### src/rtl/debounce_pulse_gen.sv
// debounce_pulse_gen: synchronises and debounces a raw asynchronous input,
// then produces a clean level plus single-cycle rise/fall event pulses.
//
// Ports:
//   clk        - rising-edge clock, single domain
//   rst        - synchronous active-high reset
//   din        - raw asynchronous (possibly bouncing) input
//   en         - debounce enable; 0 freezes acceptance of new levels
//   level_out  - debounced level (registered)
//   rise_pulse - one-cycle pulse on an accepted 0->1 transition
//   fall_pulse - one-cycle pulse on an accepted 1->0 transition
//   busy       - high while a candidate transition is being qualified
//
// Parameters:
//   DEBOUNCE_CYCLES - sampled cycles a new value must hold (2 .. 2**CNT_W-1)
//   CNT_W           - width of the stability counter
module debounce_pulse_gen #(
    parameter int DEBOUNCE_CYCLES = 4,
    parameter int CNT_W           = 8
) (
    input  logic clk,
    input  logic rst,
    input  logic din,
    input  logic en,
    output logic level_out,
    output logic rise_pulse,
    output logic fall_pulse,
    output logic busy
);

    typedef enum logic [1:0] {
        LOW,
        WAIT_HIGH,
        HIGH,
        WAIT_LOW
    } state_t;

    // Count value reached on the last qualifying sample before acceptance.
    localparam logic [CNT_W-1:0] CNT_LAST = CNT_W'(DEBOUNCE_CYCLES - 1);
    localparam logic [CNT_W-1:0] CNT_ONE  = CNT_W'(1);
    localparam logic [CNT_W-1:0] CNT_ZERO = '0;

    state_t           state;
    state_t           state_nxt;
    logic [CNT_W-1:0] cnt;
    logic [CNT_W-1:0] cnt_nxt;
    logic             s1;
    logic             s2;
    logic             level_nxt;
    logic             rise_nxt;
    logic             fall_nxt;
    logic             busy_nxt;

    // Synchroniser runs regardless of en; only s2 is seen by the FSM.
    always_ff @(posedge clk) begin
        if (rst) begin
            s1 <= 1'b0;
            s2 <= 1'b0;
        end else begin
            s1 <= din;
            s2 <= s1;
        end
    end

    always_ff @(posedge clk) begin
        if (rst) begin
            state      <= LOW;
            cnt        <= CNT_ZERO;
            level_out  <= 1'b0;
            rise_pulse <= 1'b0;
            fall_pulse <= 1'b0;
            busy       <= 1'b0;
        end else begin
            state      <= state_nxt;
            cnt        <= cnt_nxt;
            level_out  <= level_nxt;
            rise_pulse <= rise_nxt;
            fall_pulse <= fall_nxt;
            busy       <= busy_nxt;
        end
    end

    always_comb begin
        state_nxt = state;
        cnt_nxt   = cnt;
        level_nxt = level_out;
        rise_nxt  = 1'b0;
        fall_nxt  = 1'b0;

        case (state)
            LOW: begin
                if (s2 && en) begin
                    // The entering sample already counts as the first one.
                    state_nxt = WAIT_HIGH;
                    cnt_nxt   = CNT_ONE;
                end else begin
                    cnt_nxt = CNT_ZERO;
                end
            end

            WAIT_HIGH: begin
                if (!en || !s2) begin
                    state_nxt = LOW;
                    cnt_nxt   = CNT_ZERO;
                end else if (cnt == CNT_LAST) begin
                    state_nxt = HIGH;
                    cnt_nxt   = CNT_ZERO;
                    level_nxt = 1'b1;
                    rise_nxt  = 1'b1;
                end else begin
                    cnt_nxt = cnt + CNT_ONE;
                end
            end

            HIGH: begin
                if (!s2 && en) begin
                    state_nxt = WAIT_LOW;
                    cnt_nxt   = CNT_ONE;
                end else begin
                    cnt_nxt = CNT_ZERO;
                end
            end

            WAIT_LOW: begin
                if (!en || s2) begin
                    state_nxt = HIGH;
                    cnt_nxt   = CNT_ZERO;
                end else if (cnt == CNT_LAST) begin
                    state_nxt = LOW;
                    cnt_nxt   = CNT_ZERO;
                    level_nxt = 1'b0;
                    fall_nxt  = 1'b1;
                end else begin
                    cnt_nxt = cnt + CNT_ONE;
                end
            end

            default: begin
                state_nxt = LOW;
                cnt_nxt   = CNT_ZERO;
                level_nxt = 1'b0;
            end
        endcase

        // busy is registered alongside the state it describes.
        busy_nxt = (state_nxt == WAIT_HIGH) || (state_nxt == WAIT_LOW);
    end

endmodule

### config.mk
export PLATFORM = sky130hd
export DESIGN_NAME = debounce_pulse_gen
export DESIGN_NICKNAME = d
export VERILOG_FILES = /design/src/rtl/debounce_pulse_gen.sv
export SDC_FILE = /design/constraint.sdc
export NUM_CORES = 1
export LEC_CHECK = 0
export BUFFER_PORTS_ARGS = -buffer_cell sky130_fd_sc_hd__buf_2
export CAP_MARGIN = 25
export CELL_PAD_IN_SITES_DETAIL_PLACEMENT = 1
export CELL_PAD_IN_SITES_GLOBAL_PLACEMENT = 1
export CORE_AREA = 2 2 42 44
export CTS_CLUSTER_DIAMETER = 150
export DETAILED_ROUTE_END_ITERATION = 10
export DIE_AREA = 0 0 44 46
export PLACE_DENSITY_LB_ADDON = 0.3
export SYNTH_ARGS = -nofsm -noshare
export SYNTH_HDL_FRONTEND = slang
export SYNTH_SLANG_ARGS = --single-unit
export TNS_END_PERCENT = 100
### constraint.sdc
create_clock -name clk -period 4.1 [get_ports clk]
set_clock_uncertainty 0.05 [all_clocks]
set_input_delay 0.82 -clock clk [delete_from_list [all_inputs] [get_ports clk]]
set_output_delay 0.82 -clock clk [all_outputs]
set_load 0.02 [all_outputs]
**After elaboration in Yosys (flattened, before gate mapping)**

Cells that the tools add are included.

- Register bits after elaboration: 16
- Output and inout port bits: 4
- Logic and storage cells: 52

- Add/subtract/negate cells: 1
- Eq/ne operators: 10
- Multiplexer cells: 19
- Bitwise logic cells: 2
- Reduce and logical (&&, ||, !) cells: 12

Operators with widths:

| cell | number |
|---|---|
| one-hot mux 8 bit (4 select lines) | 1 |
| two-way mux 8 bit | 3 |
| two-way mux 2 bit | 6 |
| adder 8 x 1 -> 8 bit (second input constant) | 1 |
| == test 8 x 2 -> 1 bit (second input constant) | 1 |
| != test 2 bit (second input constant) | 4 |
| one-hot mux 2 bit (4 select lines) | 1 |
| two-way mux 1 bit | 7 |
| == test 2 bit (second input constant) | 3 |
| OR reduction 3 bit | 2 |
| AND reduction 5 bit | 1 |
| == test 2 x 1 -> 1 bit (second input constant) | 2 |
| logical OR 1 bit | 3 |
| logical AND 1 bit | 2 |
| zero test 1 bit | 2 |
| zero test 2 bit | 1 |
| NOT 1 bit | 2 |
| one-hot mux 1 bit (2 select lines) | 1 |
| nonzero test 2 bit | 1 |

**Depth between registers and ports, before layout**

- Depth in word-level cells: 6
- Depth in mapped cells: 4
- Depth with buffers taken out: 4

**Worst setup path after synthesis**

OpenSTA, ideal clock, no wires.

- Kind: flip-flop to flip-flop
- Start: register cnt[0]
- End: register level_out
- Library setup time: 0.087 ns
- Arrival time: 1.622 ns
- Required time: 3.963 ns
- Setup slack: 2.341 ns
- Stages on the path, launching flop included: 5
- Path buffers: 0
- Clock period less this slack: 1.759 ns
- Cells stage by stage: dfxtp_1 > ha_1 > or3b_2 > or3_4 > o31ai_1

- Cells in the longest elaborated chain, start to end: 3

RTL lines:

| what | RTL line | RTL |
|---|---|---|
| start: declaration | 45 | `logic [CNT_W-1:0] cnt;` |
| start signal: assignment | 75 | `cnt <= cnt_nxt;` |
| == test 8 x 2 -> 1 bit (*) | 105, 128 |  |
| != test 2 bit (no source line) | n/a |  |
| AND reduction 5 bit (no source line) (*) | n/a |  |
| end signal: assignment | 76 | `level_out <= level_nxt;` |
| end: declaration | 25 | `output logic level_out,` |

Every way passes the cells marked *; elsewhere a longest branch is shown, timed or not.
A chain may end at the register's enable or synchronous reset.

**Final worst setup path**

Ends and elaborated chain as after synthesis.

==> reports/results.ini <==
[clock_network]
root_buffer = clkbuf_4
cts_buffers = 3
clk_path_buf_depth = 2
cts-resized-gates = 0
cts_hold_buf = 0
clkTransAtPathRegs_ns = 0.10
clock-sinks = 16
cts_max_level = 1
cts_tree = built
clk_latency_ns = 0.29
postCtsSetupBuffers = 0

[synth]
synthFlopType = dfxtp_1
synth_largest_area_cell = dfxtp_1
postSynth.asyncResetShare_pct = 0
synth_edf_count = 0
synth.distinct_cells = 26
ys_ff_latch = 16
syn_area_per_cell_um2 = 9.67
synthTopCellsByArea = dfxtp_1 50%, a21oi_1 4.7%, xor2_1 4.1%
ys_seq_area_share_pct = 50.2
synth.cell_area_um2 = 638
synthCells = 66
synth_top_area_share_pct = 50.2
syn_nets = 71
ys_warn_count = 0

[setup_path]
cp.arrival_ns = 2.05
cp.required_ns = 4.25
ff2ff_path_depth = 4
cp_max_fo = 5
cp-end-kind = register
r2r-start = cnt[0]$_SDFF_PP0_
critPathKind = register to register
regToRegSetupSlack_ns = 2.20
r2r_end = level_out$_SDFFE_PP0P_
startpoint_type = register

[layout]
final_common_cell = dfxtp_1
final_cell_mix = 16 x dfxtp_1, 7 x buf_2, 6 x a21oi_1
antenna_cells = 0
drive_above_1_share_pct = 18.2
area_growth_pct = 14.5
final_cell_area_um2 = 731
final_nets = 83

[min_path]
min_path_type = register to register
hold_end = s2$_SDFF_PP0_
hold_path_startpoint = s1$_SDFF_PP0_
min_path_cells = 1

[floorplan]
pin_count = 8
core_um2 = 1610
dieArea_um2 = 2020
start_util_pct = 39.5
die_w_um = 44
fp-row-count = 15
fp.dieH_um = 46

[timing]
max_freq_ghz = 0.528
rsz0062_at_grt = no
hold_viol = 0
fin_tns_setup_ns = 0
period_share_pct = 46.2
relSlewSlack_pct = 72.6
tightestPinTransition_ns = 0.409
slew_viol_final = 0
setup_violations = 0
period_minus_slack_ns = 1.90

[power]
power.total_mw = 0.269
peakVddDrop_v = 0.000181
powerDensity_nw_per_um2 = 368
leakagePower_nw = 0.279

[grt]
grt_overflow_total = 0
grt_antenna_before_repair = 0
grt_max_degree = 10
grt_pass1_vias = 471
track_usage_pct = 14.2
grt_pass1_wl_um = 2050

[routing]
drc = 0
wl_per_cell_um = 13.5
drt_iter0_markers = 7
totalWireLength_um = 1270
viasPerCell = 5.57
postRouteAntennaNets = 0
vias = 524
first_pass_iters = 4

[placement]
dp_hpwl_um = 972
io_buffers = 7
placed_area_um2 = 694
place.gp.congestion = 0.745

[job]
cap_violations = 0

[run_status]
outcome = completed

layer usage:
layer  GRT usage [%]  part of all wire (%)
met2            23.5                    46
met1            16.8                    49
met5               0                     0
met4            7.27                   1.7
met3            3.57                   3.2
Yosys cell counts, types with 2 or more instances:
cell and n:
a21oi_1 6, dfxtp_1 16, inv_1 2, nand2_1 3
nand2b_1 2, nand3_1 4, nor2_1 5, nor2b_1 3
o21ai_0 3, o31ai_1 2, or3_1 3, xor2_1 3
flip-flops by register name, indices dropped and copies added (netlist names):
register	flops
s2	1
rise_pulse	1
fall_pulse	1
level_out	1
state	2
s1	1
busy	1
cnt	8
report_power, final:
| group | total (mW) | internal [mW] | switching [mW] |
|---|---|---|---|
| Combinational | 0.00587 | 0.00287 | 0.00299 |
| Sequential | 0.158 | 0.157 | 0.000975 |
| Clock | 0.105 | 0.0541 | 0.0510 |
| Total | 0.269 | 0.214 | 0.0549 |
metrics by stage:
stage | setup WS, ns | std cells | hold slack [ns] | utilization (%)
after CTS | 2.20 | 94 | 0.405 | 45.3
after global routing | 2.09 | 94 | 0.423 | 45.3
after global placement | 2.29 | 90 | 0.373 | 43.0
after floorplan | 2.34 | 66 | 0.364 | -
final | 2.20 | 94 | 0.401 | 45.3
after detailed placement | 2.22 | 90 | 0.382 | 43.0
critical path: stages (launching register included):
cell     delay, ns
dfxtp_1       0.41
ha_1          0.25
or3b_2        0.52
or3_4         0.37
o31ai_1       0.22
worst max path at each step:
stage / start / end / slack [ns] / depth (start not counted)
2_1_floorplan: cnt[0]$_SDFF_PP0_ / level_out$_SDFFE_PP0P_ / 2.34 / 4
3_3_place_gp: cnt[0]$_SDFF_PP0_ / level_out$_SDFFE_PP0P_ / 2.29 / 4
3_5_place_dp: cnt[0]$_SDFF_PP0_ / level_out$_SDFFE_PP0P_ / 2.22 / 4
4_1_cts: cnt[0]$_SDFF_PP0_ / level_out$_SDFFE_PP0P_ / 2.20 / 4
5_1_grt: cnt[0]$_SDFF_PP0_ / level_out$_SDFFE_PP0P_ / 2.09 / 4
6_report: cnt[0]$_SDFF_PP0_ / level_out$_SDFFE_PP0P_ / 2.20 / 4
logic make-up (layout without fill, tap and decap cells):
group | count (synthesis) | in the layout | share of synthesized area, %
flops | 16 | 16 | 50.2
buf+inv | 2 | 13 | 1.18
simple gates | 29 | 29 | 27.8
fa+ha+maj | 1 | 1 | 1.96
compound gates | 13 | 13 | 11.8
mux | 1 | 1 | 1.57
xor+xnor | 4 | 4 | 5.49
cell type report:
type | count | area [µm²]
fillers | 202 | 883
flip-flops and latches | 16 | 320
multi-input cells | 48 | 310
clock buffers | 4 | 36.3
repair buffers | 7 | 35.0
well taps | 17 | 21.3
inverters | 2 | 7.51
Note: power is estimated with default switching activity, not from simulation.
